File: src/rtl/piano_pkg.sv
// Shared definitions for the piano keyboard front end.
// Contents:
//   NOTE_C .. NOTE_C2 : note indices, matching the key and tone-generator order
//   NUM_NOTES         : number of tone generators / keys
//   CLK_HZ            : system clock frequency
//   state_e           : note-selection FSM state
package piano_pkg;

  localparam int NUM_NOTES = 8;
  localparam int CLK_HZ    = 25_000_000;

  localparam logic [2:0] NOTE_C  = 3'd0;
  localparam logic [2:0] NOTE_D  = 3'd1;
  localparam logic [2:0] NOTE_E  = 3'd2;
  localparam logic [2:0] NOTE_F  = 3'd3;
  localparam logic [2:0] NOTE_G  = 3'd4;
  localparam logic [2:0] NOTE_A  = 3'd5;
  localparam logic [2:0] NOTE_B  = 3'd6;
  localparam logic [2:0] NOTE_C2 = 3'd7;

  typedef enum logic [1:0] {
    IDLE    = 2'd0,
    PLAY    = 2'd1,
    SUSTAIN = 2'd2
  } state_e;

endpackage

File: src/rtl/key_debounce.sv
// Single-key conditioning: polarity fix, 2-flop synchroniser, debouncer and
// press/release edge detector.
// Ports:
//   clk, rst_n    : system clock, asynchronous active-low reset
//   key_raw       : asynchronous button level
//   level         : debounced "pressed" level (1 = pressed)
//   press         : one-cycle pulse, registered together with level rising
//   release_pulse : one-cycle pulse, registered together with level falling
//                   (named this way because "release" is a reserved word)
module key_debounce #(
  parameter int DEBOUNCE_CYCLES = 250000,
  parameter bit KEY_ACTIVE_LOW  = 1'b1
) (
  input  logic clk,
  input  logic rst_n,
  input  logic key_raw,
  output logic level,
  output logic press,
  output logic release_pulse
);

  localparam int              CW       = $clog2(DEBOUNCE_CYCLES);
  localparam logic [CW-1:0]   CNT_TERM = CW'(DEBOUNCE_CYCLES - 1);

  logic          sync1_q, sync2_q;
  logic          level_q, level_d;
  logic          press_q, press_d;
  logic          rel_q, rel_d;
  logic [CW-1:0] cnt_q, cnt_d;
  logic          pressed_raw;

  // After this XOR, 1 always means "pressed" and the released level is 0,
  // which is what every flop below resets to.
  assign pressed_raw = key_raw ^ KEY_ACTIVE_LOW;

  // The counter only runs while the synchronised level disagrees with the
  // debounced level; a single agreeing cycle restarts the qualification.
  always_comb begin
    level_d = level_q;
    cnt_d   = '0;
    if (sync2_q != level_q) begin
      if (cnt_q == CNT_TERM) begin
        level_d = ~level_q;
      end else begin
        cnt_d = cnt_q + 1'b1;
      end
    end
    press_d = level_d & ~level_q;
    rel_d   = ~level_d & level_q;
  end

  always_ff @(posedge clk or negedge rst_n) begin
    if (!rst_n) begin
      sync1_q <= 1'b0;
      sync2_q <= 1'b0;
      level_q <= 1'b0;
      cnt_q   <= '0;
      press_q <= 1'b0;
      rel_q   <= 1'b0;
    end else begin
      sync1_q <= pressed_raw;
      sync2_q <= sync1_q;
      level_q <= level_d;
      cnt_q   <= cnt_d;
      press_q <= press_d;
      rel_q   <= rel_d;
    end
  end

  assign level         = level_q;
  assign press         = press_q;
  assign release_pulse = rel_q;

endmodule

File: src/rtl/piano_key_ctrl.sv
// Piano key controller: eight push buttons in, one-hot tone enable out.
// Each key is synchronised and debounced; a monophonic last-pressed-wins
// FSM picks the sounding note and holds it for a sustain time after the
// final key is released.
// Ports:
//   clk, rst_n  : 25 MHz system clock, asynchronous active-low reset
//   key_raw     : raw button levels, index 0 = C .. 7 = C2
//   note_en     : one-hot (or zero) tone-generator enable
//   note_idx    : index of the sounding note, 0 when idle
//   playing     : high whenever note_en is nonzero
//   note_change : one-cycle pulse when note_en shows a new nonzero value
//   dbg_state   : current FSM state, for observation only
module piano_key_ctrl
  import piano_pkg::*;
#(
  parameter int NUM_KEYS        = NUM_NOTES,
  parameter int DEBOUNCE_CYCLES = 250000,
  parameter int SUSTAIN_CYCLES  = 2500000,
  parameter bit KEY_ACTIVE_LOW  = 1'b1
) (
  input  logic                clk,
  input  logic                rst_n,
  input  logic [NUM_KEYS-1:0] key_raw,
  output logic [NUM_KEYS-1:0] note_en,
  output logic [2:0]          note_idx,
  output logic                playing,
  output logic                note_change,
  output state_e              dbg_state
);

  // A single-cycle sustain would give a zero-width counter; keep one bit.
  localparam int            SW       = (SUSTAIN_CYCLES > 1) ? $clog2(SUSTAIN_CYCLES) : 1;
  localparam logic [SW-1:0] SUS_TERM = SW'(SUSTAIN_CYCLES - 1);

  logic [NUM_KEYS-1:0] level_v, press_v, release_v;

  for (genvar k = 0; k < NUM_KEYS; k++) begin : g_key
    key_debounce #(
      .DEBOUNCE_CYCLES(DEBOUNCE_CYCLES),
      .KEY_ACTIVE_LOW (KEY_ACTIVE_LOW)
    ) u_debounce (
      .clk          (clk),
      .rst_n        (rst_n),
      .key_raw      (key_raw[k]),
      .level        (level_v[k]),
      .press        (press_v[k]),
      .release_pulse(release_v[k])
    );
  end

  function automatic logic [2:0] lowest_idx(input logic [NUM_KEYS-1:0] v);
    lowest_idx = '0;
    for (int i = NUM_KEYS - 1; i >= 0; i--) begin
      if (v[i]) lowest_idx = 3'(i);
    end
  endfunction

  state_e              state_q, state_d;
  logic [2:0]          cur_q, cur_d;
  logic [SW-1:0]       sus_cnt_q, sus_cnt_d;
  logic [NUM_KEYS-1:0] note_en_q, note_en_d;
  logic                playing_q, playing_d;
  logic                note_change_q, note_change_d;

  // Presses are checked before releases in every state, so a press and a
  // release landing on the same cycle always resolve to the press.
  always_comb begin
    state_d   = state_q;
    cur_d     = cur_q;
    sus_cnt_d = sus_cnt_q;
    unique case (state_q)
      IDLE: begin
        if (|press_v) begin
          state_d = PLAY;
          cur_d   = lowest_idx(press_v);
        end
      end
      PLAY: begin
        if (|press_v) begin
          cur_d = lowest_idx(press_v);
        end else if (release_v[cur_q]) begin
          if (|level_v) begin
            cur_d = lowest_idx(level_v);
          end else begin
            state_d   = SUSTAIN;
            sus_cnt_d = '0;
          end
        end
      end
      SUSTAIN: begin
        if (|press_v) begin
          state_d   = PLAY;
          cur_d     = lowest_idx(press_v);
          sus_cnt_d = '0;
        end else if (sus_cnt_q == SUS_TERM) begin
          state_d   = IDLE;
          cur_d     = '0;
          sus_cnt_d = '0;
        end else begin
          sus_cnt_d = sus_cnt_q + 1'b1;
        end
      end
      default: begin
        state_d   = IDLE;
        cur_d     = '0;
        sus_cnt_d = '0;
      end
    endcase

    // Outputs are registered from the next state so they line up with it.
    note_en_d     = (state_d == IDLE) ? '0 : (NUM_KEYS'(1) << cur_d);
    playing_d     = (state_d != IDLE);
    // Re-pressing the sounding key leaves note_en unchanged, so no pulse.
    note_change_d = (|note_en_d) && (note_en_d != note_en_q);
  end

  always_ff @(posedge clk or negedge rst_n) begin
    if (!rst_n) begin
      state_q       <= IDLE;
      cur_q         <= '0;
      sus_cnt_q     <= '0;
      note_en_q     <= '0;
      playing_q     <= 1'b0;
      note_change_q <= 1'b0;
    end else begin
      state_q       <= state_d;
      cur_q         <= cur_d;
      sus_cnt_q     <= sus_cnt_d;
      note_en_q     <= note_en_d;
      playing_q     <= playing_d;
      note_change_q <= note_change_d;
    end
  end

  assign note_en     = note_en_q;
  assign note_idx    = cur_q;
  assign playing     = playing_q;
  assign note_change = note_change_q;
  assign dbg_state   = state_q;

endmodule

File: config.mk
export PLATFORM = sky130hd
export DESIGN_NAME = piano_key_ctrl
export DESIGN_NICKNAME = d
export VERILOG_FILES = /design/src/rtl/piano_pkg.sv /design/src/rtl/key_debounce.sv /design/src/rtl/piano_key_ctrl.sv
export SDC_FILE = /design/constraint.sdc
export NUM_CORES = 1
export LEC_CHECK = 0
export CORE_ASPECT_RATIO = 0.75
export CORE_MARGIN = 5
export CORE_UTILIZATION = 30
export CTS_CLUSTER_DIAMETER = 30
export CTS_CLUSTER_SIZE = 8
export DETAILED_ROUTE_END_ITERATION = 16
export PLACE_DENSITY = 0.52
export RECOVER_POWER = 25
export SKIP_CTS_REPAIR_TIMING = 1
export SLEW_MARGIN = 40
export SYNTH_ARGS = -nofsm -noshare
export SYNTH_HDL_FRONTEND = slang
export SYNTH_SLANG_ARGS = --single-unit
File: constraint.sdc
create_clock -name clk -period 3.6 [get_ports clk]
set_clock_uncertainty 0.15 [all_clocks]
set_input_delay 0.72 -clock clk [delete_from_list [all_inputs] [get_ports clk]]
set_output_delay 0.72 -clock clk [all_outputs]
set_load 0.05 [all_outputs]
==> metrics, run 1 <==
combinational cell fraction of total power 0.020; H-tree Lvls 2; area share of the leading cell type in the synthesized netlist 0.536; post-synthesis xor/xnor area fraction 0.113; Worst slew margin -0.559; Inserted Clock Buffers 43; Global Route Usage Sum 0.113; Worst-Margin Slew 2.34 ns; GP Congestion 0.781; Lkg Pwr 5.42 nW; largest family of logic cells by synthesized area simple AND/OR/NAND/NOR gates; final hold vios 0; setup violators final 0; CP Max Fanout 9; CTS tree built; fin crit share 0.866; die width 224 um; mux contribution to synthesized area 0.0153; P per Cell Area 509 nW/um^2; post-synthesis simple-gate area fraction 0.252; Crit path required time 3.88 ns; Synth Flop Type dfrtp_1; Synth area leaders dfrtp_1 54%, nor2_1 7.1%, xor2_1 6.6%; Post-Syn Area 10300 um^2; status complete, but fails checks; Post-synth EDFFs 0; total gr overflow 0; Layout Cells excl Fill 1557; syn nets 1039; antenna-violating nets left 0; Mapped Avg Cell Area 10.1 um^2; Routed WL 21000 um; Netlist cell types 62; RSZ-0062 raised after global routing false; startpoint type of the worst setup path flop; Final #Nets 1097; violated checks capacitance limit, slew limit; IO Port Bufs 24; Clk network pwr share 0.577; Cells after DPL 1483; Max clock buf depth 3; Vias per Instance 4.71; area grow syn2layout 20.4%; number of global-route vias before repair 7357; Peak Freq 321 MHz; Int Pwr 4.95 mW; CTS sink count 221; Max-Cap Viols 1; Core ar. 33700 um^2; NetSw 1.37 mW; Net Sw Frac 0.217; root buffer cell clkbuf_16; initial antenna violation count 0; Post-Syn Instances 1020; Synth async-reset ratio 1.00; sequential share of power 0.403; Setup CP Type reg2reg; ANT cells 0; setup_tns 0 ns; Post-Synth Adder-Cell Area 0.0109; drt drc 0; maximum vdd drop 0.288 mV; total power 6.32 mW; layout cell share with drive strength beyond 1 0.103; worst skew pair latency 0.52 ns; FP Rows 58; cell taking the most area after synthesis dfrtp_1; Max Slew Vio Count 90; first-pass GRT wire length 36900 um; Die Ht 171 um; Hold WC Path Type reg2reg; Die ar. 38200 um^2; Syn. warnings 0; Seq/Total Area, Yosys 0.536; DR iter-0 viols 372; largest net degree at the start of global routing 91; Yosys reg bits 221; arrival time worst endpoint 3.40 ns; wire per inst 13.5 um; Starting Density 0.306; routed vias 7341; Ports 25; post-DP HPWL 13800 um; Final min period 3.12 ns; clock transition at the registers of the reported paths 0.05 ns; complex-gate fraction of the synthesized area 0.0549; crit end category flop; first-pass iteration count of the detailed router 5
through the flow:
stage | hold slack, ns | instance area, um^2 | util | setup slack, ns
after detailed placement | 0.193 | 11100 | 0.329 | 0.499
after global placement | 0.186 | 11100 | 0.329 | 0.559
after global routing | 0.211 | 12400 | 0.368 | 0.278
final | 0.199 | 12400 | 0.368 | 0.483
after floorplan | 0.181 | 10300 | - | 0.419
after CTS | 0.0885 | 12400 | 0.368 | 0.500
cells in the mapped netlist (all sizes together) (2+ instances only):
cell type and count:
o41ai 3, a31oi 6, nor2 196, nor4b 14, ha 9, xnor2 55, nor2b 3, o21bai 2
nand3b 3, a22o 2, and2 6, or4b 5, or4 3, o21ai 39, mux2 10, and3 48
or2b 3, nor3 14, a311oi 3, nand2 72, or3 6, a211oi 2, xor2 78, nor3b 16
mux4 2, inv 18, and4 2, clkbuf 17, buf 4, dfrtp 221, or2 3, a21oi 14
o31ai 6, nor4 14, nor4bb 2, nand3 82, a211o 3, nand4 25
cells by family after synthesis:
kind of cell	after synthesis
compound gates	87
xor+xnor	133
fa+ha+maj	9
buf+inv	39
flops	221
mux	12
simple gates	519
power by group through the flow:
stage / Clock, mW / Sequential [mW] / Combinational [mW]
finish: 3.65 / 2.55 / 0.127
global route: 3.90 / 2.55 / 0.153
CTS: 3.77 / 2.55 / 0.138
detailed placement: 0 / 2.58 / 0.138
global placement: 0 / 2.58 / 0.137
floorplan: 0 / 2.58 / 0.0528
worst paths after layout:
| check | from | to | slack (ns) | cells after the start |
|---|---|---|---|---|
| hold / removal | g_key[2].u_debounce.sync1_q | g_key[2].u_debounce.sync2_q | 0.20 | 0 |
| min in group asynchronous | rst_n | g_key[0].u_debounce.cnt_q[13] | 0.76 | 1 |
| setup / recovery | g_key[1].u_debounce.level | note_change | 0.48 | 8 |
| hold reg to reg | g_key[2].u_debounce.sync1_q | g_key[2].u_debounce.sync2_q | 0.20 | 0 |
| max in group asynchronous | rst_n | g_key[7].u_debounce.cnt_q[14] | 1.16 | 2 |
| setup reg to reg | g_key[1].u_debounce.level | note_change | 0.48 | 8 |
sequential cells by signal, indices dropped and copies added, names as in the netlist:
| signal | cells |
|---|---|
| dbg_state | 2 |
| g_key.u_debounce.cnt_q | 144 |
| g_key.u_debounce.level | 8 |
| g_key.u_debounce.press | 8 |
| g_key.u_debounce.release_pulse | 8 |
| g_key.u_debounce.sync1_q | 8 |
| g_key.u_debounce.sync2_q | 8 |
| note_change | 1 |
| note_en | 8 |
| note_idx | 3 |
| playing | 1 |
| sus_cnt_q | 22 |
per-layer routing:
| metal | GRT usage | vias to the layer above | wire [um] |
|---|---|---|---|
| li1 | - | 3645 | - |
| met1 | 0.173 | 3544 | 11300 |
| met2 | 0.156 | 105 | 8410 |
| met3 | 0.0290 | 47 | 899 |
| met4 | 0.0338 | 0 | 407 |
| met5 | 0 | - | 0 |
cell type report:
type	count	area, um^2
Fill cell	3394	21300
Sequential cell	221	5530
Multi-Input combinational cell	760	4600
Clock buffer	55	1190
Tap cell	450	563
Timing Repair Buffer	34	323
Clock inverter	19	141
Inverter	18	72.6
critical path: stages, from the launching register on:
cell	delay (ns)
dfrtp_1	0.46
or4_4	0.56
or4_4	0.53
a311oi_1	0.30
a2111o_2	0.30
a21oi_4	0.06
o31a_1	0.33
o32a_1	0.19
a31oi_1	0.16
placed cells by master, fill, tap and decap left out, drive strengths merged, types with 8 or more instances in the layout:
master         count
ha                 9
nor4b             14
nor3              14
nor2             196
xnor2             55
nor3b             16
and3              48
nand4             25
mux2              10
clkinv            16
dlygate4sd3        8
buf               10
a21oi             14
nand3             82
inv               19
o21ai             39
clkdlybuf4s50     15
xor2              78
clkbuf            56
nand2             72
dfrtp            221
nor4              14
Note: power is estimated with default switching activity, not from simulation.
==> run 2: changes to the inputs <==
--- a/config.mk
+++ b/config.mk
@@ -7,11 +7,11 @@
 export LEC_CHECK = 0
 export CORE_ASPECT_RATIO = 0.75
 export CORE_MARGIN = 5
-export CORE_UTILIZATION = 30
+export CORE_UTILIZATION = 55
 export CTS_CLUSTER_DIAMETER = 30
 export CTS_CLUSTER_SIZE = 8
 export DETAILED_ROUTE_END_ITERATION = 16
-export PLACE_DENSITY = 0.52
+export PLACE_DENSITY = 0.79
 export RECOVER_POWER = 25
 export SKIP_CTS_REPAIR_TIMING = 1
 export SLEW_MARGIN = 40
==> constraint.sdc (replaced) <==
create_clock -name clk -period 3.6 [get_ports clk]
set_clock_uncertainty 0.15 [all_clocks]
set_input_delay 0.72 -clock clk [delete_from_list [all_inputs] [get_ports clk]]
set_output_delay 0.72 -clock clk [all_outputs]
set_load 0.02 [all_outputs]
==> metrics, run 2 (synthesized netlist as in run 1, its figures left out) <==
setup violators final 0 (unchanged); final hold vios 0 (unchanged); area grow syn2layout 18.4%; violated checks capacitance limit, slew limit; max FFs per register 144 (unchanged); routed vias 7659 (+4.3%); crit end category flop; dpl cell area 10800 um^2 (-2.4%); setup_tns 0 ns (unchanged); number of global-route vias before repair 7602 (+3.3%); startpoint type of the worst setup path flop; commonest non-fill, non-tap cells in the layout 221 x dfrtp_1, 196 x nor2_1, 82 x nand3_1; Cells after DPL 1277 (-14%); largest registers g_key.u_debounce.cnt_q: 144 flops, sus_cnt_q: 22 flops; antenna-violating nets left 0 (unchanged); Die Ht 129 um (-25%); drt drc 0 (unchanged); maximum vdd drop 0.384 mV (+33%); Inserted Clock Buffers 41 (-4.7%); Vias per Instance 5.70 (+21%); Crit path required time 3.89 ns (about the same); Die ar. 21600 um^2 (-43%); fin crit share 0.890 (+0.0245); DR iter-0 viols 662 (+78%); Max-Cap Viols 1 (unchanged); CTS tree built; met2 wire len 9630 um (+14%); largest register by flop count g_key.u_debounce.cnt_q; Worst-Margin Slew 2.08 ns (-0.259 ns); post-DP HPWL 13100 um (-5.1%); first-pass GRT wire length 36200 um (-1.9%); CP Max Fanout 13 (+4); Hold WC Path Type reg2reg; ANT cells 0 (unchanged); clock transition at the registers of the reported paths 0.05 ns (about the same); Max Slew Vio Count 84 (-6.7%); metal3 WL 933 um (+3.8%); Routed WL 20900 um (-0.67%); GP Congestion 0.890 (+14%); fillers 1382 (-59%); met1 WL 9920 um (-12%); layout cell share with drive strength beyond 1 0.0966 (-0.00635); arrival time worst endpoint 3.50 ns (+0.10 ns); total gr overflow 0 (unchanged); FP Rows 43 (-26%); final instance area 12200 um^2 (-1.7%); CTS sink count 221 (unchanged); Final min period 3.20 ns (+0.0881 ns); Starting Density 0.559 (+0.253); Peak Freq 312 MHz (-2.8%); DR top layer met4; Max clock buf depth 3 (unchanged); Core ar. 18500 um^2 (-45%); largest net degree at the start of global routing 85 (-6.6%); root buffer cell clkbuf_16; status complete, but fails checks; die width 168 um (-25%); Final #Nets 1092 (-0.46%); RSZ-0062 raised after global routing false; Setup CP Type reg2reg; Worst slew margin -0.386 (+0.173); worst skew pair latency 0.52 ns (about the same); initial antenna violation count 0 (unchanged); wire per inst 15.5 um (+15%); IO Port Bufs 24 (unchanged); Layout Cells excl Fill 1344 (-14%); H-tree Lvls 2 (unchanged); total power 6.55 mW (+3.6%); most common cell after layout, fill and taps aside dfrtp_1; Lkg Pwr 5.41 nW (about the same); Ports 25 (unchanged); first-pass iteration count of the detailed router 5 (unchanged); P per Cell Area 536 nW/um^2 (+5.4%); Global Route Usage Sum 0.199 (+0.0856)
run 2: cell types whose count changed in the layout (fill, tap and decap cells not counted), sizes merged:
cell | before | now
clkinv | 16 | 7
bufinv | 1 | 7
buf | 10 | 6
clkbuf | 56 | 52
clkinvlp | 1 | 2
run 2: area by class of cell:
cell class,count,area [um^2],share of cell area
multi-input combinational,760,4600,0.376
clock inverter,17,292,0.0239
tap,247,309,0.0253
timing repair buffer,31,300,0.0246
sequential,221,5530,0.453
inverter,18,72.6,0.00594
clock buffer,50,1110,0.0909
run 2: path summary, 6_finish.rpt:
path / from / end / slack [ns] / depth (start not counted)
max: g_key[4].u_debounce.press / note_change / 0.40 / 9
min: g_key[7].u_debounce.sync1_q / g_key[7].u_debounce.sync2_q / 0.20 / 0
max reg2reg: g_key[4].u_debounce.press / note_change / 0.40 / 9
min reg2reg: g_key[7].u_debounce.sync1_q / g_key[7].u_debounce.sync2_q / 0.20 / 0
max in group asynchronous: rst_n / g_key[6].u_debounce.cnt_q[15] / 0.72 / 2
min in group asynchronous: rst_n / g_key[4].u_debounce.cnt_q[8] / 0.66 / 1
run 2: where the power goes:
part           switching (mW)  internal [mW]  leakage (nW)
registers              0.0260           2.52          3.03
logic                  0.0916         0.0343          1.70
clock network            1.21           2.67         0.683
run 2: routing by layer:
metal | up-vias | track usage
met1 | 3815 | 0.288
met2 | 161 | 0.306
met5 | - | 0
met4 | 0 | 0.0611
li1 | 3644 | -
met3 | 39 | 0.0412
run 2: critical path: stages, from the launching register on:
cell     delay (ns)
dfrtp_1        0.39
nor4_1         0.46
nand2_1        0.32
o41ai_2        0.63
nor4_2         0.11
buf_4          0.20
or2b_1         0.28
o31a_1         0.29
o32a_1         0.17
a31oi_1        0.13
run 2: stage by stage:
stage           util  setup slack [ns]  hold WS, ns
6_report       0.662             0.395        0.204
5_1_grt        0.662            0.0915        0.212
3_3_place_gp   0.587             0.506        0.183
3_5_place_dp   0.587             0.434        0.186
2_1_floorplan      -             0.626        0.181
4_1_cts        0.663             0.396       0.0798
